File: config.mk
export PLATFORM = sky130hd
export DESIGN_NAME = viewport_axil_regs
export DESIGN_NICKNAME = d
export VERILOG_FILES = /design/src/rtl/mandelbrot_pkg.sv /design/src/rtl/axil_slave_if.sv /design/src/rtl/viewport_axil_regs.sv
export SDC_FILE = /design/constraint.sdc
export NUM_CORES = 1
export LEC_CHECK = 0
export CAP_MARGIN = 40
export CORE_MARGIN = 2
export CORE_UTILIZATION = 31
export CTS_CLUSTER_SIZE = 24
export DETAILED_ROUTE_END_ITERATION = 16
export GPL_ROUTABILITY_DRIVEN = 0
export SYNTH_ARGS = -nofsm -noshare
export SYNTH_HDL_FRONTEND = slang
export SYNTH_SLANG_ARGS = --single-unit
export TNS_END_PERCENT = 20
File: constraint.sdc
create_clock -name clk -period 4.7 [get_ports clk]
set_clock_uncertainty 0.2 [all_clocks]
set_input_delay 0.94 -clock clk [delete_from_list [all_inputs] [get_ports clk]]
set_output_delay 0.94 -clock clk [all_outputs]
set_load 0.01 [all_outputs]
File: src/rtl/mandelbrot_pkg.sv
// Shared definitions for the Mandelbrot engine control path: register map,
// reset viewport, AXI response codes and the start-request state type.
package mandelbrot_pkg;

    localparam logic [1:0] RESP_OKAY   = 2'b00;
    localparam logic [1:0] RESP_SLVERR = 2'b10;

    // Register word indexes (byte address >> 2)
    localparam int REG_CTRL      = 0;
    localparam int REG_STAT      = 1;
    localparam int REG_CRE_START = 2;
    localparam int REG_CIM_START = 3;
    localparam int REG_CRE_STEP  = 4;
    localparam int REG_CIM_STEP  = 5;
    localparam int REG_MAX_ITER  = 6;
    localparam int REG_ID        = 7;

    localparam logic [31:0] DEFAULT_CRE_START = 32'hE000_0000;
    localparam logic [31:0] DEFAULT_CIM_START = 32'hF319_999A;
    localparam logic [31:0] DEFAULT_CRE_STEP  = 32'h0026_6666;
    localparam logic [31:0] DEFAULT_CIM_STEP  = 32'h0026_6666;
    localparam int          DEFAULT_MAX_ITER  = 256;

    typedef enum logic {
        ST_IDLE,
        ST_PENDING
    } start_state_e;

    function automatic logic [31:0] apply_wstrb(input logic [31:0] old_val,
                                                input logic [31:0] new_val,
                                                input logic [3:0]  strb);
        logic [31:0] res;
        res = old_val;
        for (int b = 0; b < 4; b++) begin
            if (strb[b]) res[b*8 +: 8] = new_val[b*8 +: 8];
        end
        return res;
    endfunction

endpackage

File: src/rtl/axil_slave_if.sv
// AXI-Lite handshake engine: turns AW/W/B and AR/R channel traffic into a
// single-cycle register write strobe and a combinational register read port.
module axil_slave_if
    import mandelbrot_pkg::*;
#(
    parameter int ADDR_W = 6
) (
    input  logic              clk,
    input  logic              rst_n,
    input  logic [ADDR_W-1:0] s_awaddr,
    input  logic              s_awvalid,
    output logic              s_awready,
    input  logic [31:0]       s_wdata,
    input  logic [3:0]        s_wstrb,
    input  logic              s_wvalid,
    output logic              s_wready,
    output logic [1:0]        s_bresp,
    output logic              s_bvalid,
    input  logic              s_bready,
    input  logic [ADDR_W-1:0] s_araddr,
    input  logic              s_arvalid,
    output logic              s_arready,
    output logic [31:0]       s_rdata,
    output logic [1:0]        s_rresp,
    output logic              s_rvalid,
    input  logic              s_rready,
    output logic              wr_en_o,
    output logic [ADDR_W-3:0] wr_word_o,
    output logic [31:0]       wr_data_o,
    output logic [3:0]        wr_strb_o,
    input  logic              wr_err_i,
    output logic [ADDR_W-3:0] rd_word_o,
    input  logic [31:0]       rd_data_i,
    input  logic              rd_err_i
);

    logic              active_q;
    logic              aw_held_q;
    logic              w_held_q;
    logic [ADDR_W-3:0] awword_q;
    logic [31:0]       wdata_q;
    logic [3:0]        wstrb_q;
    logic              bvalid_q;
    logic [1:0]        bresp_q;
    logic              rvalid_q;
    logic [1:0]        rresp_q;
    logic [31:0]       rdata_q;
    logic              unused_addr_lsbs;

    assign unused_addr_lsbs = ^{s_awaddr[1:0], s_araddr[1:0]};

    // active_q keeps every ready low while reset is asserted
    assign s_awready = active_q && !aw_held_q && !bvalid_q;
    assign s_wready  = active_q && !w_held_q && !bvalid_q;
    assign s_arready = active_q && !rvalid_q;

    assign wr_en_o   = aw_held_q && w_held_q;
    assign wr_word_o = awword_q;
    assign wr_data_o = wdata_q;
    assign wr_strb_o = wstrb_q;
    assign rd_word_o = s_araddr[ADDR_W-1:2];

    assign s_bvalid = bvalid_q;
    assign s_bresp  = bresp_q;
    assign s_rvalid = rvalid_q;
    assign s_rresp  = rresp_q;
    assign s_rdata  = rdata_q;

    always_ff @(posedge clk or negedge rst_n) begin
        if (!rst_n) begin
            active_q  <= 1'b0;
            aw_held_q <= 1'b0;
            w_held_q  <= 1'b0;
            awword_q  <= '0;
            wdata_q   <= '0;
            wstrb_q   <= '0;
            bvalid_q  <= 1'b0;
            bresp_q   <= RESP_OKAY;
        end else begin
            active_q <= 1'b1;
            if (s_awvalid && s_awready) begin
                aw_held_q <= 1'b1;
                awword_q  <= s_awaddr[ADDR_W-1:2];
            end
            if (s_wvalid && s_wready) begin
                w_held_q <= 1'b1;
                wdata_q  <= s_wdata;
                wstrb_q  <= s_wstrb;
            end
            // The register file commits on this edge; the response follows
            if (wr_en_o) begin
                aw_held_q <= 1'b0;
                w_held_q  <= 1'b0;
                bvalid_q  <= 1'b1;
                bresp_q   <= wr_err_i ? RESP_SLVERR : RESP_OKAY;
            end else if (bvalid_q && s_bready) begin
                bvalid_q <= 1'b0;
            end
        end
    end

    always_ff @(posedge clk or negedge rst_n) begin
        if (!rst_n) begin
            rvalid_q <= 1'b0;
            rresp_q  <= RESP_OKAY;
            rdata_q  <= '0;
        end else if (s_arvalid && s_arready) begin
            rvalid_q <= 1'b1;
            rdata_q  <= rd_data_i;
            rresp_q  <= rd_err_i ? RESP_SLVERR : RESP_OKAY;
        end else if (rvalid_q && s_rready) begin
            rvalid_q <= 1'b0;
        end
    end

endmodule

File: src/rtl/viewport_axil_regs.sv
// Viewport register file: staging registers written by the PS, committed as a
// set to the scheduler on every frame_start, plus start/auto-run sequencing.
module viewport_axil_regs
    import mandelbrot_pkg::*;
#(
    parameter int          WIDTH    = 32,
    parameter int          ITER_W   = 16,
    parameter int          ADDR_W   = 6,
    parameter logic [31:0] ID_VALUE = 32'h4D42_0001
) (
    input  logic              clk,
    input  logic              rst_n,
    input  logic [ADDR_W-1:0] s_awaddr,
    input  logic              s_awvalid,
    output logic              s_awready,
    input  logic [31:0]       s_wdata,
    input  logic [3:0]        s_wstrb,
    input  logic              s_wvalid,
    output logic              s_wready,
    output logic [1:0]        s_bresp,
    output logic              s_bvalid,
    input  logic              s_bready,
    input  logic [ADDR_W-1:0] s_araddr,
    input  logic              s_arvalid,
    output logic              s_arready,
    output logic [31:0]       s_rdata,
    output logic [1:0]        s_rresp,
    output logic              s_rvalid,
    input  logic              s_rready,
    input  logic              frame_busy,
    input  logic              frame_done,
    output logic              frame_start,
    output logic [WIDTH-1:0]  c_re_start,
    output logic [WIDTH-1:0]  c_im_start,
    output logic [WIDTH-1:0]  c_re_step,
    output logic [WIDTH-1:0]  c_im_step,
    output logic [ITER_W-1:0] max_iter
);

    localparam int WORD_W = ADDR_W - 2;

    logic              wr_en;
    logic [WORD_W-1:0] wr_word;
    logic [31:0]       wr_data;
    logic [3:0]        wr_strb;
    logic              wr_err;
    logic [WORD_W-1:0] rd_word;
    logic [31:0]       rd_data;
    logic              rd_err;

    logic              auto_run_q, auto_run_d;
    logic [WIDTH-1:0]  cre_start_q, cre_start_d;
    logic [WIDTH-1:0]  cim_start_q, cim_start_d;
    logic [WIDTH-1:0]  cre_step_q, cre_step_d;
    logic [WIDTH-1:0]  cim_step_q, cim_step_d;
    logic [ITER_W-1:0] max_iter_q, max_iter_d;

    logic [WIDTH-1:0]  commit_cre_start_q, commit_cim_start_q;
    logic [WIDTH-1:0]  commit_cre_step_q, commit_cim_step_q;
    logic [ITER_W-1:0] commit_max_iter_q;

    start_state_e      state_q, state_d;
    logic              boot_q;
    logic              frame_start_q;
    logic [15:0]       frame_cnt_q;
    logic              start_wr;
    logic              start_src;
    logic              issue;

    axil_slave_if #(.ADDR_W(ADDR_W)) u_axil (
        .clk       (clk),
        .rst_n     (rst_n),
        .s_awaddr  (s_awaddr),
        .s_awvalid (s_awvalid),
        .s_awready (s_awready),
        .s_wdata   (s_wdata),
        .s_wstrb   (s_wstrb),
        .s_wvalid  (s_wvalid),
        .s_wready  (s_wready),
        .s_bresp   (s_bresp),
        .s_bvalid  (s_bvalid),
        .s_bready  (s_bready),
        .s_araddr  (s_araddr),
        .s_arvalid (s_arvalid),
        .s_arready (s_arready),
        .s_rdata   (s_rdata),
        .s_rresp   (s_rresp),
        .s_rvalid  (s_rvalid),
        .s_rready  (s_rready),
        .wr_en_o   (wr_en),
        .wr_word_o (wr_word),
        .wr_data_o (wr_data),
        .wr_strb_o (wr_strb),
        .wr_err_i  (wr_err),
        .rd_word_o (rd_word),
        .rd_data_i (rd_data),
        .rd_err_i  (rd_err)
    );

    assign frame_start = frame_start_q;
    assign c_re_start  = commit_cre_start_q;
    assign c_im_start  = commit_cim_start_q;
    assign c_re_step   = commit_cre_step_q;
    assign c_im_step   = commit_cim_step_q;
    assign max_iter    = commit_max_iter_q;

    always_comb begin
        auto_run_d  = auto_run_q;
        cre_start_d = cre_start_q;
        cim_start_d = cim_start_q;
        cre_step_d  = cre_step_q;
        cim_step_d  = cim_step_q;
        max_iter_d  = max_iter_q;
        start_wr    = 1'b0;
        wr_err      = 1'b0;
        case (wr_word)
            WORD_W'(REG_CTRL): begin
                if (wr_en && wr_strb[0]) begin
                    auto_run_d = wr_data[0];
                    start_wr   = wr_data[1];
                end
            end
            WORD_W'(REG_CRE_START):
                if (wr_en) cre_start_d = WIDTH'(apply_wstrb(32'(cre_start_q), wr_data, wr_strb));
            WORD_W'(REG_CIM_START):
                if (wr_en) cim_start_d = WIDTH'(apply_wstrb(32'(cim_start_q), wr_data, wr_strb));
            WORD_W'(REG_CRE_STEP):
                if (wr_en) cre_step_d = WIDTH'(apply_wstrb(32'(cre_step_q), wr_data, wr_strb));
            WORD_W'(REG_CIM_STEP):
                if (wr_en) cim_step_d = WIDTH'(apply_wstrb(32'(cim_step_q), wr_data, wr_strb));
            WORD_W'(REG_MAX_ITER):
                if (wr_en) max_iter_d = ITER_W'(apply_wstrb(32'(max_iter_q), wr_data, wr_strb));
            default: wr_err = 1'b1;
        endcase
    end

    always_comb begin
        rd_data = '0;
        rd_err  = 1'b0;
        case (rd_word)
            WORD_W'(REG_CTRL):      rd_data = {31'b0, auto_run_q};
            WORD_W'(REG_STAT):      rd_data = {frame_cnt_q, 14'b0, state_q == ST_PENDING, frame_busy};
            WORD_W'(REG_CRE_START): rd_data = 32'(cre_start_q);
            WORD_W'(REG_CIM_START): rd_data = 32'(cim_start_q);
            WORD_W'(REG_CRE_STEP):  rd_data = 32'(cre_step_q);
            WORD_W'(REG_CIM_STEP):  rd_data = 32'(cim_step_q);
            WORD_W'(REG_MAX_ITER):  rd_data = 32'(max_iter_q);
            WORD_W'(REG_ID):        rd_data = ID_VALUE;
            default:                rd_err  = 1'b1;
        endcase
    end

    // Any number of simultaneous requests collapse into one pending start
    assign start_src = (boot_q && auto_run_q) || start_wr || (frame_done && auto_run_q);

    always_comb begin
        state_d = state_q;
        issue   = 1'b0;
        case (state_q)
            ST_IDLE:
                if (start_src) state_d = ST_PENDING;
            ST_PENDING:
                if (!frame_busy && !frame_start_q) begin
                    issue   = 1'b1;
                    state_d = ST_IDLE;
                end
        endcase
    end

    always_ff @(posedge clk or negedge rst_n) begin
        if (!rst_n) begin
            state_q            <= ST_IDLE;
            boot_q             <= 1'b1;
            frame_start_q      <= 1'b0;
            frame_cnt_q        <= '0;
            auto_run_q         <= 1'b1;
            cre_start_q        <= WIDTH'(DEFAULT_CRE_START);
            cim_start_q        <= WIDTH'(DEFAULT_CIM_START);
            cre_step_q         <= WIDTH'(DEFAULT_CRE_STEP);
            cim_step_q         <= WIDTH'(DEFAULT_CIM_STEP);
            max_iter_q         <= ITER_W'(DEFAULT_MAX_ITER);
            commit_cre_start_q <= WIDTH'(DEFAULT_CRE_START);
            commit_cim_start_q <= WIDTH'(DEFAULT_CIM_START);
            commit_cre_step_q  <= WIDTH'(DEFAULT_CRE_STEP);
            commit_cim_step_q  <= WIDTH'(DEFAULT_CIM_STEP);
            commit_max_iter_q  <= ITER_W'(DEFAULT_MAX_ITER);
        end else begin
            state_q       <= state_d;
            boot_q        <= 1'b0;
            frame_start_q <= issue;
            if (frame_done) frame_cnt_q <= frame_cnt_q + 16'd1;
            auto_run_q  <= auto_run_d;
            cre_start_q <= cre_start_d;
            cim_start_q <= cim_start_d;
            cre_step_q  <= cre_step_d;
            cim_step_q  <= cim_step_d;
            max_iter_q  <= max_iter_d;
            // Commit takes the pre-write staging set so a frame never sees a torn update
            if (issue) begin
                commit_cre_start_q <= cre_start_q;
                commit_cim_start_q <= cim_start_q;
                commit_cre_step_q  <= cre_step_q;
                commit_cim_step_q  <= cim_step_q;
                commit_max_iter_q  <= max_iter_q;
            end
        end
    end

endmodule

### After elaboration in Yosys (flattened, before gate mapping)

Index checks and enable logic that the tools add are counted.

* bits in registers: 389
* bits in latches: 0
* bits in writable memories: 0
* bits in read-only memories: 0
* input bits: 57
* output and inout bits: 186
* logic and storage cells: 121
* memories kept: 0

* add/sub/neg operators: 1
* multiply operators: 0
* div/mod/pow operators: 0
* magnitude comparators: 0
* eq/ne operators: 12
* shifts and indexed selects: 0
* multiplexer cells: 18
* bitwise logic cells: 1
* reduce and logical (&&, ||, !) cells: 50

Operator list (number)
* $pmux W32 S8: 1
* $reduce_and A3 Y1: 18
* $eq A4 B3 Y1 const B: 7
* $add A16 B1 Y16 const B: 1
* $eq A4 B2 Y1 const B: 4
* $logic_and A1 B1 Y1: 15
* $mux W1: 14
* $logic_not A4 Y1: 2
* $reduce_bool A2 Y1: 4
* $reduce_or A8 Y1: 1
* $logic_not A1 Y1: 6
* $reduce_or A6 Y1: 1
* $eq A4 B1 Y1 const B: 1
* $mux W2: 2
* $logic_or A1 B1 Y1: 2
* $pmux W1 S2: 1
* $reduce_and A2 Y1: 1
* $not A1 Y1: 1

### Logic depth before layout (Yosys ltp)

Gate-level depths: netlist (run 1).

* depth in word-level cells: 8
* gate-level depth with buffers: 7
* depth with buffers taken out: 5

### Modules after synthesis

Synthesis (run 1) repeated with hierarchy kept, for this count alone.

* cell total of the unflattened synthesis: 1067
* area, all modules: 16296.9 um^2

Modules (own cells, without submodules)
* viewport_axil_regs: times used 1, cells each 883, area an instance 13142.6 um^2, sequential area each 7817.5 um^2
* axil_slave_if: times used 1, cells each 184, area an instance 3154.3 um^2, sequential area each 1976.9 um^2

### Worst setup path after synthesis (run 1)

No wires, ideal clock.

* kind: input port to flip-flop
* start point: in s_araddr[3]
* end point: reg u_axil.rdata_q[26], in the netlist u_axil.s_rdata[26]
* setup time: 126 ps
* arrival time: 1919 ps
* required time: 4374 ps
* path slack: 2455 ps
* cell stages on the path: 6
* path buffers: 2
* path through: nor2b_1 buf_2 buf_6 a221oi_1 nor3_1 a221o_1

* cells in the longest elaborated chain, start to end: 2
* elaborated cells on any way between the ends: 9
* those cells by class: 7 x eq/ne; 1 x mux; 1 x reduce/logical

Ends and longest elaborated chain
* start, declared: RTL line viewport_axil_regs.sv:23 `input logic [ADDR_W-1:0] s_araddr,`
* $eq A4 B3 Y1, or another cell as far along: RTL line viewport_axil_regs.sv:140 `case (rd_word)`
* $pmux W32 S8 (*): RTL line viewport_axil_regs.sv:140
* end signal, assigned: RTL line axil_slave_if.sv:109 `rdata_q <= rd_data_i;`
* end, declared: RTL line axil_slave_if.sv:47 `logic [31:0] rdata_q;`

Mark *: on every way between the ends. The rest lies on a longest branch, timed or not.
A chain may end at the register's enable or synchronous reset.

### Final worst setup path (run 1)

* start point: reg u_axil.active_q
* end point: out s_wready

* cells in the longest elaborated chain, start to end: 2

Ends and longest elaborated chain
* start, declared: RTL line axil_slave_if.sv:37 `logic active_q;`
* start signal, assigned: RTL line axil_slave_if.sv:71 `active_q <= 1'b0;`
* start signal, assigned: RTL line axil_slave_if.sv:80 `active_q <= 1'b1;`
* $logic_and A1 B1 Y1 (2 in series): RTL line axil_slave_if.sv:54 `assign s_wready = active_q && !w_held_q && !bvalid_q;`
* end, declared: RTL line viewport_axil_regs.sv:19 `output logic s_wready,`

No other way between the ends.

==> impl_results.md, run 1 <==
* Slew Viols, Final at 0
* CTS tree: built
* Final setup fails at 0
* Nets@finish at 1385
* Synth Area per Inst at 14.9 um^2
* Via-to-Cell Ratio at 4.88
* Clk buf depth at 3
* Hpwl dp at 31.0 mm
* Rel. slew slack at 0.407
* Hold crit path type: input pin to async pin
* Post-route ant nets at 0
* Endpoint type of the worst setup path: output pin
* Post-synth cell types at 62
* Power Dens Cells at 611 nW/um^2
* Area delta synth->final at 29.3%
* Post-CTS Resized at 0
* Final Hold Fails at 0
* Post-DR wirelength/cell at 22.2 um
* Synth top area share at 0.467
* Highest achievable clock rate at 321 MHz
* Top_reg_cell synth: dfrtp_1
* Worst VDD drop at 0.000314 V
* Global-route layer with the greatest usage: met2
* Tot GR Track Use at 0.170
* Clock sink total at 387
* Yosys warns at 0
* Total Routed Length at 45.4 mm
* Worst-Margin Slew at 0.890 ns
* Design Area, Final at 20700 um^2
* Share of cells above drive strength 1 at 0.400
* Kind of critical path: register to output pin
* Initial core utilization at 0.313
* Clock transition at path regs at 0.06 ns
* Full die area at 53500 um^2
* Number of synthesized flops with an enable pin at 0
* GR Util met3 at 0.0373
* Largest net degree at the start of global routing at 107
* H-tree depth at 2
* Fill cells at 4731
* Number of global-route vias before repair at 10600
* # IOs at 243
* Startpoint types: register
* Synth area leader: dfrtp_1
* Drt drc at 0
* Async set-reset flop share out of synthesis at 1.00
* First-pass GRT wire length at 68.2 mm
* Total CTS buffers at 45
* Root Driver: clkbuf_16
* Grt met2 use at 0.266
* RSZ-0062 raised after global routing: no
* Area contributors post-synth: dfrtp_1 (47%), mux2_2 (23%), dfstp_2 (14%)
* Setup_tns at 0 ns
* Met1 usage at 0.237
* CP peak stage delay at 0.58 ns
* Leak pwr at 9.09 nW
* Max-cap viol count at 0
* Mapped Cells at 1076
* Synth Register Bits at 387
* CTS Hold Bufs at 0
* Initial antenna violation count at 1
* Worst setup margin at 1.58 ns
* Gr ovfl total at 0
* Post-CTS Setup Inserts at 0
* Pre-CTS WS at 1.42 ns
* Ant. Diodes at 0
* Die Y-Extent at 231 um
* Min cycle time layout at 3.12 ns
* DRT iter0 DRCs at 575
* Critical path cell sequence: nand2b_1, nor2_1, clkdlybuf4s50_1
* Mapped Area at 16000 um^2
* Row count at 83
* Placed cell areas at 19200 um^2
* Fin util at 0.404
* Clk Latency, worst-skew pair at 0.57 ns
* Status: finished clean
* CP arrival at 1.98 ns
* Core Box Area at 51200 um^2
* Post-synthesis sequential area ratio at 0.612
* Most frequent cells in the layout: mux2_2 (323), dfrtp_1 (299), clkdlybuf4s50_1 (232)
* Critical Path Fanout Max at 4
* Die W at 231 um
* Number of port buffers at 236
* Required @ worst endpoint at 3.56 ns
* Commonest non-fill, non-tap cell in the layout: mux2_2
* Period utilisation layout at 0.663
* Router iterations before antenna repair at 4
* Critical-path top delay cell: dfrtp_1
* Vias at 9966
where the power goes:
group / switching (mW) / internal, mW
combinational: 1.32 / 2.04
clock: 1.41 / 2.17
sequential: 1.03 / 4.68
total: 3.76 / 8.89
per-stage QoR:
stage	instances	power [mW]	hold WS, ns
floorplan	1078	7.23	0.245
global placement	1959	9.08	0.261
detailed placement	1960	9.18	0.279
CTS	2044	12.8	0.235
global route	2044	13.3	0.254
finish	2044	12.7	0.188
kinds of logic (layout without fill, tap and decap cells):
group | count (synthesis) | in the layout | share of synthesized area
simple gates | 125 | 125 | 0.0497
fa+ha+maj | 1 | 1 | 0.000781
xor+xnor | 16 | 16 | 0.00875
mux | 355 | 355 | 0.248
compound gates | 128 | 128 | 0.0592
buf+inv | 62 | 348 | 0.0211
flops | 387 | 387 | 0.612
other cells | 2 | 4 | 0.000469
worst paths after layout:
kind / from / to / slack, ns / cells after the start
max reg2reg: u_axil.active_q / u_axil.wr_data_o[22] / 2.36 / 5
max in group asynchronous: rst_n / c_im_start[28] / 3.01 / 2
min: rst_n / c_im_start[13] / 0.19 / 1
min reg2reg: u_axil.s_rdata[29] / u_axil.s_rdata[29] / 0.29 / 2
min in group clk: u_axil.s_rdata[29] / u_axil.s_rdata[29] / 0.29 / 2
max: u_axil.active_q / s_wready / 1.58 / 3
routing by layer:
| metal | vias up | wire length [um] |
|---|---|---|
| met5 | - | 0 |
| met4 | 0 | 1020 |
| li1 | 4460 | - |
| met3 | 63 | 2350 |
| met1 | 5216 | 21100 |
| met2 | 227 | 20900 |
cells in the mapped netlist, types with 10 or more instances:
library cell  number
o21ai_0           15
xnor2_1           10
nor3_1            10
mux2_1            12
dfrtp_1          299
mux2i_1           20
clkbuf_1          14
a21oi_1           15
dfstp_2           88
nor2_1            10
buf_2             27
a22oi_1           21
o22ai_1           11
mux2_2           323
a221o_1           16
a22o_1            14
nand2_1           35
flip-flops by register name, indices dropped and copies added (netlist names), 4 cells and up:
| signal | count |
|---|---|
| frame_cnt_q | 16 |
| cre_start_q | 32 |
| c_im_step | 32 |
| c_re_start | 32 |
| cre_step_q | 32 |
| u_axil.s_rdata | 32 |
| max_iter_q | 16 |
| cim_start_q | 32 |
| u_axil.wr_data_o | 32 |
| c_im_start | 32 |
| u_axil.wr_word_o | 4 |
| u_axil.wr_strb_o | 4 |
| cim_step_q | 32 |
| c_re_step | 32 |
| max_iter | 16 |
worst max-delay path: cells and delay by family, from the launching register on:
| kind | cells | cell delay, ns |
|---|---|---|
| buffers and inverters | 1 | 0.55 |
| flip-flops | 1 | 0.58 |
| AND/OR/NAND/NOR | 2 | 0.28 |
area by class of cell:
class,instances,area (um^2),share of cell area
Tap cell,680,851,0.0411
Inverter,5,18.8,0.000907
Timing Repair Buffer,259,2610,0.126
Clock inverter,20,219,0.0106
Clock buffer,64,1310,0.0633
Sequential cell,387,9790,0.473
Multi-Input combinational cell,629,5900,0.285
Power figures use the tool's default switching activity.
==> inputs of run 2 (changes only) <==
- clock period: 4.7 -> 2.76 ns (I/O delays scaled with it)
==> run 2 against run 1 <==
Effect of this change:
- first-iteration DRC count up 3.5%
- sequential power rose by 70%
- hold slack better by 0.095 ns
- setup slack got worse by 1.4 ns
- clock power rose by 63%
- critical path depth stayed put
- register-to-register slack worse by 1.8 ns
- flip-flop and latch count stayed put
- non-clock buffer count increased by 21
- highest routed layer is now met5
==> impl_results.md, run 2 (same netlist as run 1, synthesis figures left out) <==
* Worst r2r path cells at 4 (-1)
* Root Driver: clkbuf_16
* Design Area, Final at 20900 um^2 (+0.76%)
* Sw Ratio at 0.301 (+0.00307)
* DR WL met3 at 2.69 mm (+14%)
* Initial core utilization at 0.313 (unchanged)
* Critical path cell sequence: nand2b_1, nor2_1, clkdlybuf4s50_1
* Worst VDD drop at 0.000408 V (+30%)
* Clk buf depth at 3 (unchanged)
* Die W at 231 um (unchanged)
* First-pass GRT wire length at 69.0 mm (+1.2%)
* Setup_tns at 0 ns (unchanged)
* Row count at 83 (unchanged)
* Largest net degree at the start of global routing at 67 (-37%)
* Endpoint type of the worst setup path: output pin
* Nets@finish at 1405 (+1.4%)
* Gr ovfl total at 0 (unchanged)
* End of the critical path: s_wready
* Critical Path Fanout Max at 4 (unchanged)
* Clock network power share at 0.272 (-0.011)
* H-tree depth at 2 (unchanged)
* Final Hold Fails at 0 (unchanged)
* DRT iter0 DRCs at 595 (+3.5%)
* CP peak stage delay at 0.56 ns (-0.02 ns)
* Ant. Diodes at 0 (unchanged)
* Switching pwr at 6.43 mW (+71%)
* Clk Latency, worst-skew pair at 0.56 ns (about the same)
* Status: finished clean
* Number of port buffers at 236 (unchanged)
* Rel. slew slack at 0.473 (+0.0663)
* Final setup fails at 0 (unchanged)
* Met2 WL at 20.8 mm (-0.23%)
* Most frequent cells in the layout: mux2_2 (323), dfrtp_1 (298), clkdlybuf4s50_1 (232)
* Critical R2R Capture: cre_start_q[21]
* Sequential power share at 0.454 (+0.003)
* Area delta synth->final at 30.3%
* R2R Path Start: u_axil.wr_word_o[1]
* Post-DR wirelength/cell at 22.1 um (-0.31%)
* Slew Viols, Final at 0 (unchanged)
* Drt drc at 0 (unchanged)
* RSZ-0062 raised after global routing: no
* Combinational power share at 0.274 (+0.008)
* Highest achievable clock rate at 387 MHz
* Tot GR Track Use at 0.172 (+0.00146)
* Vias at 10100 (+1.7%)
* Hold crit path type: register to register
* Crit path from: u_axil.active_q
* Via-to-Cell Ratio at 4.92 (+0.82%)
* Internal power at 15.0 mW (+68%)
* Share of cells above drive strength 1 at 0.405 (+0.00522)
* Total Routed Length at 45.6 mm (+0.52%)
* Startpoint types: register
* Core Box Area at 51200 um^2 (unchanged)
* Leak pwr at 9.16 nW (+0.83%)
* Min cycle time layout at 2.58 ns
* Critical-path top delay cell: clkdlybuf4s50_1
* Post-CTS Setup Inserts at 0 (unchanged)
* Required @ worst endpoint at 2.01 ns (-1.55 ns)
* # IOs at 243 (unchanged)
* Full die area at 53500 um^2 (unchanged)
* Register-to-register setup slack at 0.55 ns (-1.81 ns)
* Max layer used: met5
* CTS tree: built
* Number of global-route vias before repair at 10500 (-0.94%)
* Initial antenna violation count at 1 (unchanged)
* Total CTS buffers at 44 (-2.2%)
* Die Y-Extent at 231 um (unchanged)
* Routed met1 length at 21.0 mm (-0.53%)
* Placed cell areas at 19400 um^2 (+1.3%)
* Worst-Margin Slew at 0.789 ns (-0.101 ns)
* Kind of critical path: register to output pin
* CP arrival at 1.83 ns (-0.15 ns)
* Router iterations before antenna repair at 5 (+1)
* Hold_ws at 0.283 ns (+0.0949 ns)
* Power Dens Cells at 1030 nW/um^2 (+68%)
* Hpwl dp at 32.2 mm (+3.9%)
* Max-cap viol count at 0 (unchanged)
* Commonest non-fill, non-tap cell in the layout: mux2_2
* Clock transition at path regs at 0.06 ns (about the same)
* Period utilisation layout at 0.936
* Clock sink total at 387 (unchanged)
* Post-route ant nets at 0 (unchanged)
==> run 2: layer usage <==
layer,GRT usage,vias to the layer above
met2,0.264,269
met5,0,-
met4,0.0474,2
met3,0.0436,72
met1,0.240,5279
li1,-,4509
==> run 2: final cells by class <==
cell class / count / area (um^2)
fillers: 4755 / 30300
flip-flops and latches: 387 / 9800
multi-input cells: 629 / 5900
repair buffers: 280 / 2860
clock buffers: 64 / 1260
well taps: 680 / 851
clock inverters: 16 / 174
inverters: 5 / 18.8
==> run 2: power by group through the flow <==
stage | logic [mW] | clock network [mW] | registers [mW]
3_5_place_dp | 5.93 | 0 | 9.81
2_1_floorplan | 2.76 | 0 | 9.55
3_3_place_gp | 5.85 | 0 | 9.73
4_1_cts | 5.97 | 5.99 | 9.73
5_1_grt | 6.29 | 6.22 | 10.0
6_report | 5.86 | 5.82 | 9.72
==> run 2: what timing repair did <==
action,4_1_cts,5_1_grt
resized for setup,0,1
hold buffers,1,0
endpoints found under the setup margin,0,2
endpoints found under the hold margin,32,0
==> run 2: critical path, delay by kind of cell (launching register included) <==
kind          cells  cell delay [ns]
buf+inv           1             0.56
flops             1             0.48
simple gates      2             0.23
==> run 2: worst min-delay path by stage <==
stage	cells after the start	startpoint	end	slack, ns
after floorplan	0	rst_n	c_im_start[0]	0.06
after global placement	1	u_axil.wr_strb_o[0]	u_axil.wr_strb_o[0]	0.26
after detailed placement	2	u_axil.s_rdata[1]	u_axil.s_rdata[1]	0.27
after CTS	2	u_axil.s_rdata[1]	u_axil.s_rdata[1]	0.29
after global routing	1	frame_cnt_q[15]	frame_cnt_q[15]	0.31
final	1	u_axil.wr_strb_o[0]	u_axil.wr_strb_o[0]	0.28
==> run 2: metrics by stage <==
stage / worst slack [ns] / power (mW) / std cells / util
after floorplan: 0.838 / 12.3 / 1078 / -
after detailed placement: 0.178 / 15.7 / 1980 / 0.379
after global routing: 0.0417 / 22.5 / 2061 / 0.407
final: 0.178 / 21.4 / 2061 / 0.407
after global placement: 0.248 / 15.6 / 1980 / 0.379
after CTS: 0.00616 / 21.7 / 2061 / 0.407
